==> src/rtl/booth_mult64_if.sv <==
// Request/response bundle for the 32x32 signed Booth multiplier.
// The master drives operands and start; the slave returns the product and status.
interface booth_mult64_if;
  logic        start;
  logic [31:0] op_a;
  logic [31:0] op_b;
  logic [63:0] product;
  logic [31:0] result_lo;
  logic        ovf;
  logic        busy;
  logic        ready;

  modport master (
    output start, op_a, op_b,
    input  product, result_lo, ovf, busy, ready
  );

  modport slave (
    input  start, op_a, op_b,
    output product, result_lo, ovf, busy, ready
  );
endinterface

==> src/rtl/booth_mult64.sv <==
// Sequential radix-4 Booth multiplier: 32x32 signed -> 64-bit, one partial product per clock.
// Results are published one cycle after DONE; the working pair is a shadow of the visible product.
module booth_mult64 (
  input  logic          clk,
  input  logic          clr,
  booth_mult64_if.slave bus
);

  typedef enum logic [1:0] {StIdle, StRun, StDone} state_e;

  state_e      state_q;
  logic [63:0] pair_q;      // {accumulator, remaining multiplier bits}
  logic [33:0] mcand_q;
  logic [3:0]  cnt_q;
  logic        guard_q;
  logic [63:0] product_q;
  logic        ovf_q;
  logic        busy_q;
  logic        ready_q;

  logic [33:0] mcand_x2;
  logic [33:0] pp;
  logic [33:0] sum;
  logic [63:0] pair_next;
  logic        ovf_next;

  assign mcand_x2 = {mcand_q[32:0], 1'b0};

  // Booth digit from the two low multiplier bits plus the guard bit.
  always_comb begin
    pp = '0;
    case ({pair_q[1:0], guard_q})
      3'b001, 3'b010: pp = mcand_q;
      3'b011:         pp = mcand_x2;
      3'b100:         pp = -mcand_x2;
      3'b101, 3'b110: pp = -mcand_q;
      default:        pp = '0;
    endcase
  end

  // 34-bit add keeps the +-2A headroom; after the shift the upper half fits 32 bits again.
  always_comb begin
    sum       = {{2{pair_q[63]}}, pair_q[63:32]} + pp;
    pair_next = {sum[33:2], sum[1:0], pair_q[31:2]};
    ovf_next  = (pair_q[63:32] != {32{pair_q[31]}});
  end

  always_ff @(posedge clk or posedge clr) begin
    if (clr) begin
      state_q   <= StIdle;
      pair_q    <= '0;
      mcand_q   <= '0;
      cnt_q     <= '0;
      guard_q   <= 1'b0;
      product_q <= '0;
      ovf_q     <= 1'b0;
      busy_q    <= 1'b0;
      ready_q   <= 1'b0;
    end else begin
      ready_q <= 1'b0;
      // The DONE cycle always publishes, even if a new start arrives alongside it.
      if (state_q == StDone) begin
        product_q <= pair_q;
        ovf_q     <= ovf_next;
        ready_q   <= 1'b1;
      end
      if (bus.start) begin
        state_q <= StRun;
        pair_q  <= {32'b0, bus.op_b};
        mcand_q <= {{2{bus.op_a[31]}}, bus.op_a};
        cnt_q   <= '0;
        guard_q <= 1'b0;
        busy_q  <= 1'b1;
      end else begin
        case (state_q)
          StRun: begin
            pair_q  <= pair_next;
            guard_q <= pair_q[1];
            cnt_q   <= cnt_q + 4'd1;
            if (cnt_q == 4'd15) begin
              state_q <= StDone;
            end
          end
          StDone: begin
            state_q <= StIdle;
            busy_q  <= 1'b0;
          end
          default: begin
            state_q <= StIdle;
            busy_q  <= 1'b0;
          end
        endcase
      end
    end
  end

  assign bus.product   = product_q;
  assign bus.result_lo = product_q[31:0];
  assign bus.ovf       = ovf_q;
  assign bus.busy      = busy_q;
  assign bus.ready     = ready_q;

endmodule

==> src/flat_wrapper.sv <==
// flat-port wrapper written by rule: the top's interface ports become plain ports
module booth_mult64_flat 
  (clk, clr, bus_start, bus_op_a, bus_op_b, bus_product, bus_result_lo, bus_ovf, bus_busy, bus_ready);
  booth_mult64_if bus_i ();
  input  logic clk;
  input  logic clr;
  input wire logic [$bits(bus_i.start)-1:0] bus_start;
  input wire logic [$bits(bus_i.op_a)-1:0] bus_op_a;
  input wire logic [$bits(bus_i.op_b)-1:0] bus_op_b;
  output wire logic [$bits(bus_i.product)-1:0] bus_product;
  output wire logic [$bits(bus_i.result_lo)-1:0] bus_result_lo;
  output wire logic [$bits(bus_i.ovf)-1:0] bus_ovf;
  output wire logic [$bits(bus_i.busy)-1:0] bus_busy;
  output wire logic [$bits(bus_i.ready)-1:0] bus_ready;
  assign bus_i.start = bus_start;
  assign bus_i.op_a = bus_op_a;
  assign bus_i.op_b = bus_op_b;
  assign bus_product = bus_i.product;
  assign bus_result_lo = bus_i.result_lo;
  assign bus_ovf = bus_i.ovf;
  assign bus_busy = bus_i.busy;
  assign bus_ready = bus_i.ready;
  booth_mult64 u_core (.clk(clk), .clr(clr), .bus(bus_i));
endmodule
==> config.mk <==
export PLATFORM = sky130hd
export DESIGN_NAME = booth_mult64_flat
export DESIGN_NICKNAME = d
export VERILOG_FILES = /design/src/rtl/booth_mult64_if.sv /design/src/rtl/booth_mult64.sv /design/src/flat_wrapper.sv
export SDC_FILE = /design/constraint.sdc
export NUM_CORES = 1
export LEC_CHECK = 0
export CAP_MARGIN = 15
export CORE_UTILIZATION = 47
export CTS_CLUSTER_SIZE = 14
export DETAILED_ROUTE_END_ITERATION = 8
export HOLD_SLACK_MARGIN = 0.06
export PLACE_DENSITY = 0.74
export SYNTH_ARGS = -nofsm -noshare
export SYNTH_HDL_FRONTEND = slang
export SYNTH_SLANG_ARGS = --single-unit
==> constraint.sdc <==
create_clock -name clk -period 5.6 [get_ports clk]
set_input_delay 0.84 -clock clk [delete_from_list [all_inputs] [get_ports clk]]
set_output_delay 0.84 -clock clk [all_outputs]
set_load 0.01 [all_outputs]
==> results of run 1 <==
[state kept, by name, indices dropped and copies added, names as in the netlist]
register,cells
u_core.guard_q,1
u_core.bus.ovf,1
u_core.bus.ready,1
u_core.state_q,2
u_core.pair_q,64
u_core.bus.product,64
u_core.mcand_q,32
u_core.bus.busy,1
u_core.cnt_q,4
[kinds of logic after synthesis]
group | after synthesis
AO/OA/AOI/OAI | 269
XOR/XNOR | 60
adder cells (fa/ha/maj) | 36
buffers and inverters | 129
flip-flops | 170
multiplexers | 73
AND/OR/NAND/NOR | 563
[area by class of cell]
cell class | instances | share of cell area (%)
multi-input cells | 1001 | 45.6
flip-flops and latches | 170 | 32.5
clock buffers | 17 | 3.25
inverters | 13 | 0.411
well taps | 285 | 2.72
repair buffers | 187 | 14.0
clock inverters | 15 | 1.49
[worst max-delay path by stage]
stage                   endpoint  slack, ns  depth (start not counted)
2_1_floorplan    u_core.bus.busy       0.16                          1
3_3_place_gp   u_core.pair_q[63]       0.36                         18
3_5_place_dp   u_core.pair_q[63]       0.18                         18
4_1_cts        u_core.pair_q[63]       0.17                         18
5_1_grt        u_core.pair_q[63]       0.02                         18
6_report       u_core.pair_q[63]       0.34                         18
[power by group]
group	total [mW]	leakage, nW	internal (mW)	switching [mW]
clock	1.22	0.296	0.609	0.608
combinational	1.58	3.42	0.713	0.866
sequential	1.63	2.20	1.38	0.259
[cell usage in the layout (no fill, tap or decap), types with 7 or more instances in the layout]
| master | synthesis | final |
|---|---|---|
| clkbuf_16 | 0 | 17 |
| buf_4 | 33 | 22 |
| a211oi_1 | 14 | 14 |
| xnor2_1 | 43 | 43 |
| nand4_1 | 9 | 9 |
| o21a_1 | 7 | 7 |
| nor3b_1 | 7 | 7 |
| mux2_2 | 32 | 32 |
| nand3b_1 | 9 | 9 |
| a221oi_1 | 19 | 19 |
| nor4_1 | 14 | 14 |
| a31oi_1 | 23 | 23 |
| ha_1 | 35 | 35 |
| nand3_1 | 20 | 20 |
| nand2b_1 | 10 | 9 |
| nand2_1 | 348 | 348 |
| a21o_1 | 8 | 8 |
| o211ai_1 | 7 | 7 |
| xor2_1 | 17 | 17 |
| inv_1 | 10 | 9 |
| mux2i_1 | 40 | 40 |
| o21ai_0 | 72 | 72 |
| clkdlybuf4s50_1 | 0 | 164 |
| clkinv_8 | 0 | 7 |
| nor2_1 | 65 | 65 |
| nor3_1 | 29 | 29 |
| dfrtp_1 | 170 | 169 |
| a21oi_1 | 71 | 71 |
| or3_1 | 18 | 18 |
| o21bai_1 | 8 | 8 |
[worst max-delay path: stages (launching register included)]
cell	delay (ns)
dfrtp_1	0.42
inv_1	0.13
ha_1	0.23
or4b_4	0.52
or3_1	0.36
or3_1	0.36
nand2_1	0.10
xnor2_1	0.11
a221oi_1	0.31
a31oi_1	0.09
ha_1	0.38
a21oi_1	0.18
o21ai_0	0.10
or3b_2	0.47
o311a_1	0.34
o41ai_2	0.44
or3_1	0.20
o211ai_2	0.09
mux2_1	0.32
[timing repair]
action,in CTS,in global routing
setup buffers,0,0
hold endpoints to repair,0,0
setup endpoints to repair,0,1
resized for setup,0,2
[metal layers]
metal  GRT usage (%)  vias to the layer above  part of all wire [%]
met1            34.9                     4644                    46
met5               0                        -                     0
met4            8.33                        0                   2.0
met3            4.03                       49                   5.7
met2            39.0                      327                    46
li1                -                     4703                     -
==> flow_metrics.tcl, run 1 <==
set metrics [dict create \
    ys_async_sr_fraction_pct 100 \
    ys_warn_count 0 \
    yosys-top-cells-count "nand2_1, dfrtp_1, o21ai_0" \
    fin_setup_tns_ns 0 \
    worstHoldPathType "register to register" \
    first_pass_iters 5 \
    grt_pass1_wl_um 47400 \
    via_count 9723 \
    antenna_found_initial 0 \
    ys_types 69 \
    place_area_mm2 0.0124 \
    insertedDiodeCount 0 \
    setup_viol 0 \
    seq_area_mm2 0.00426 \
    grt_pass1_vias 9219 \
    worstSkewPairLatency_ns 0.45 \
    status "completed" \
    max_freq_mhz 190 \
    yosysTopAreaCellShare_pct 39.3 \
    power_mw 4.43 \
    drv_cap 0 \
    ff2ff_path_depth 18 \
    rr_endpoint "u_core.pair_q[63]" \
    min_period_ns 5.26 \
    antenna_left 0 \
    synthesis.area_mm2 0.0108 \
    cp.required_ns 5.94 \
    final_core_util_pct 57.8 \
    tritoncts "built" \
    critPathLaunchType "register" \
    finalInstanceArea_mm2 0.0131 \
    synth_fa_ha_area_share_pct 4.23 \
    synth_top_family_by_area "simple AND/OR/NAND/NOR gates" \
    worstPathMaxFanout 7 \
    synth-seq-area-share_pct 39.3 \
    wl_per_cell_um 17.0 \
    place_hpwl_um 19800 \
    io_buffers 165 \
    power.density_mw_per_mm2 339 \
    grt_setup_unrepaired "no" \
    tightest_slew_ns 1.01 \
    path_class "register to register" \
    cts_hold_buf 0 \
    fin_hold_ws_ns 0.475 \
    hold_path_end "u_core.bus.product[39]" \
    clock_sink_count 170 \
    dp_cells 1655 \
    period_share_pct 93.9 \
    synth_compound_area_share_pct 15.7 \
    ff2ff_setup_slack_ns 0.34 \
    synth-edff-count 0 \
    cts.clk_slew.worst_paths_ns 0.08 \
    maxSlewHeadroom_pct 32.6 \
    setup_slack_ns 0.341 \
    synthFlopType "dfrtp_1" \
    drive_gt1_share_pct 7.48 \
    area_delta_synth_final_pct 20.8 \
    synth.avg_cell_area_um2 8.33 \
    synth_mux_area_share_pct 7.13 \
    viasPerCell 5.76 \
    die_area_mm2 0.0237 \
    hold_depth 2 \
    synth_cells 1300 \
    ys_ff_latch 170 \
    clk_path_buf_depth 2 \
    num-fill-cells 1983 \
    die_y_um 154 \
    dp_slack_ns 0.177 \
    grt-ovfl-total 0 \
    grt_max_degree 102 \
    fin_skew_ns 0.0149 \
    p_leak_nw 5.92 \
    yosysMostFrequentCell "nand2_1" \
    synthTopCellsByArea "dfrtp_1, nand2_1, ha_1" \
    multiInputGateArea_mm2 0.00597 \
    rows 55 \
    slew_violations 0 \
    yosys.area_share.simple_pct 23.1 \
    cts_root_buf "clkbuf_16" \
    layout.nets 1493 \
    drt_iter0_drc 840 \
    synth_xor_area_share_pct 4.85 \
    end_kind "register" \
    final_cells 1688 \
    worstSetupStartpoint "u_core.mcand_q[0]" \
    cts_made_buffers 17 \
    io_pins 166 \
    grt_util_all_layers_pct 24.8 \
    wl_um 28600 \
    min_from "u_core.bus.product[39]" \
    start_util_pct 47.8 \
    routabilityCongestion 0.906 \
    core_mm2 0.0226 \
    htree_num_levels 4 \
    r2r-start "u_core.mcand_q[0]" \
    vdd_drop_max_mv 0.215 \
    post-route-drc-count 0 \
    syn_nets 1403 \
    arrival_ns 5.60 \
    die-width_um 154 \
    hold_viol_final 0 \
    yosysTopAreaCell "dfrtp_1" \
]
No activity file was read; power rests on OpenSTA's default activity.
==> run 2: changes to the inputs <==
REMOVE_ABC_BUFFERS = 1   (was not set)
==> flow_metrics.tcl, run 2 (synthesis results as in run 1) <==
set metrics [dict create \
    status "completed" \
    grt_util_all_layers_pct 23.8 \
    die-width_um 154 \
    power_mw 4.45 \
    antenna_found_initial 0 \
    fin_skew_ns 0.0146 \
    period_share_pct 93.0 \
    cts_made_buffers 17 \
    p_leak_nw 5.92 \
    wl_per_cell_um 16.3 \
    grt_pass1_wl_um 45700 \
    tightest_slew_ns 1.10 \
    fin_setup_tns_ns 0 \
    power_frac_clock_pct 28.2 \
    vdd_drop_max_mv 0.239 \
    dp_cells 1653 \
    htree_num_levels 4 \
    r2r-start "u_core.mcand_q[1]" \
    io_buffers 165 \
    num-fill-cells 1983 \
    final_cells 1685 \
    hold_viol_final 0 \
    die_area_mm2 0.0237 \
    grt_pass1_vias 8939 \
    path_class "register to register" \
    maxSlewHeadroom_pct 26.9 \
    min_period_ns 5.21 \
    slew_violations 0 \
    cts.clk_slew.worst_paths_ns 0.08 \
    routabilityCongestion 0.969 \
    wl_um 27500 \
    cp.required_ns 5.91 \
    worstHoldPathType "register to register" \
    antenna_left 0 \
    insertedDiodeCount 0 \
    critPathLaunchType "register" \
    seq_area_mm2 0.00425 \
    place_area_mm2 0.0124 \
    post-route-drc-count 0 \
    p_seq_share_pct 36.7 \
    start_util_pct 47.8 \
    finalInstanceArea_mm2 0.0131 \
    viasPerCell 5.70 \
    clk_path_buf_depth 2 \
    end_kind "register" \
    layout.nets 1490 \
    switching_share_pct 38.3 \
    arrival_ns 5.52 \
    p_switching_mw 1.70 \
    cts_root_buf "clkbuf_16" \
    core_mm2 0.0226 \
    place_hpwl_um 19400 \
    first_pass_iters 5 \
    grt-ovfl-total 0 \
    io_pins 166 \
    max_freq_mhz 192 \
    worstSetupStartpoint "u_core.mcand_q[1]" \
    min_from "u_core.bus.product[60]" \
    final_cell_mix "nand2_1, dfrtp_1, clkdlybuf4s50_1, o21ai_0, a21oi_1" \
    setup_viol 0 \
    comb_power_share_pct 35.1 \
    clock_sink_count 170 \
    drv_cap 0 \
    grt_setup_unrepaired "no" \
    tritoncts "built" \
    grt_max_degree 93 \
    cts_setup_buffers 0 \
    drive_gt1_share_pct 7.21 \
    power.density_mw_per_mm2 340 \
    multiInputGateArea_mm2 0.00597 \
    layout_commonest_cell "nand2_1" \
    worstPathMaxFanout 7 \
    final_core_util_pct 57.7 \
    drt_iter0_drc 629 \
    rows 55 \
    worstSkewPairLatency_ns 0.44 \
    via_count 9598 \
    die_y_um 154 \
    area_delta_synth_final_pct 20.6 \
    cts_hold_buf 0 \
    intPower_mw 2.75 \
]
[run 2: worst paths after layout]
path / endpoint / slack [ns] / cells after the start
setup / recovery: u_core.pair_q[63] / 0.39 / 18
hold / removal: u_core.bus.product[60] / 0.48 / 2
setup reg to reg: u_core.pair_q[63] / 0.39 / 18
hold reg to reg: u_core.bus.product[60] / 0.48 / 2
max in group asynchronous: u_core.mcand_q[28] / 3.56 / 3
min in group asynchronous: u_core.pair_q[14] / 0.93 / 2
[run 2: stage by stage]
stage,hold WS (ns),worst slack (ns)
2_1_floorplan,0.460,-0.00917
3_3_place_gp,0.457,0.452
3_5_place_dp,0.462,0.311
4_1_cts,0.481,0.280
5_1_grt,0.502,0.0583
6_report,0.475,0.392
[run 2: worst max-delay path, stage by stage (launching register included)]
cell	delay (ns)
dfrtp_1	0.44
inv_1	0.13
ha_1	0.24
or4b_4	0.52
or3_1	0.35
or3_1	0.35
nand2_1	0.09
xnor2_1	0.09
a221oi_1	0.29
a31oi_1	0.07
ha_1	0.36
a21oi_1	0.16
o21ai_0	0.10
or3b_2	0.48
o311a_1	0.35
o41ai_2	0.42
or3_1	0.19
o211ai_2	0.09
mux2_1	0.34
[run 2: power groups by stage]
stage,Combinational (mW),Clock [mW],Sequential [mW]
2_1_floorplan,1.17,0,1.57
3_3_place_gp,1.50,0,1.64
3_5_place_dp,1.53,0,1.65
4_1_cts,1.54,1.27,1.63
5_1_grt,1.75,1.33,1.66
6_report,1.56,1.25,1.63
[run 2: per-layer routing]
metal / up-vias / track usage (%) / wire (um)
met5: - / 0 / 0
met4: 0 / 6.10 / 408
met3: 28 / 3.38 / 1300
met2: 300 / 38.2 / 12700
met1: 4572 / 33.8 / 13100
li1: 4698 / - / -
[run 2: repair_timing]
action | CTS | global route
endpoints found under the hold margin | 0 | 0
endpoints found under the setup margin | 0 | 1
resized for setup | 0 | 1
[run 2: area by class of cell]
cell class	instances	share of cell area [%]
clock buffers	18	3.36
clock inverters	14	1.48
inverters	13	0.412
multi-input cells	1001	45.7
flip-flops and latches	170	32.6
well taps	285	2.73
repair buffers	184	13.7
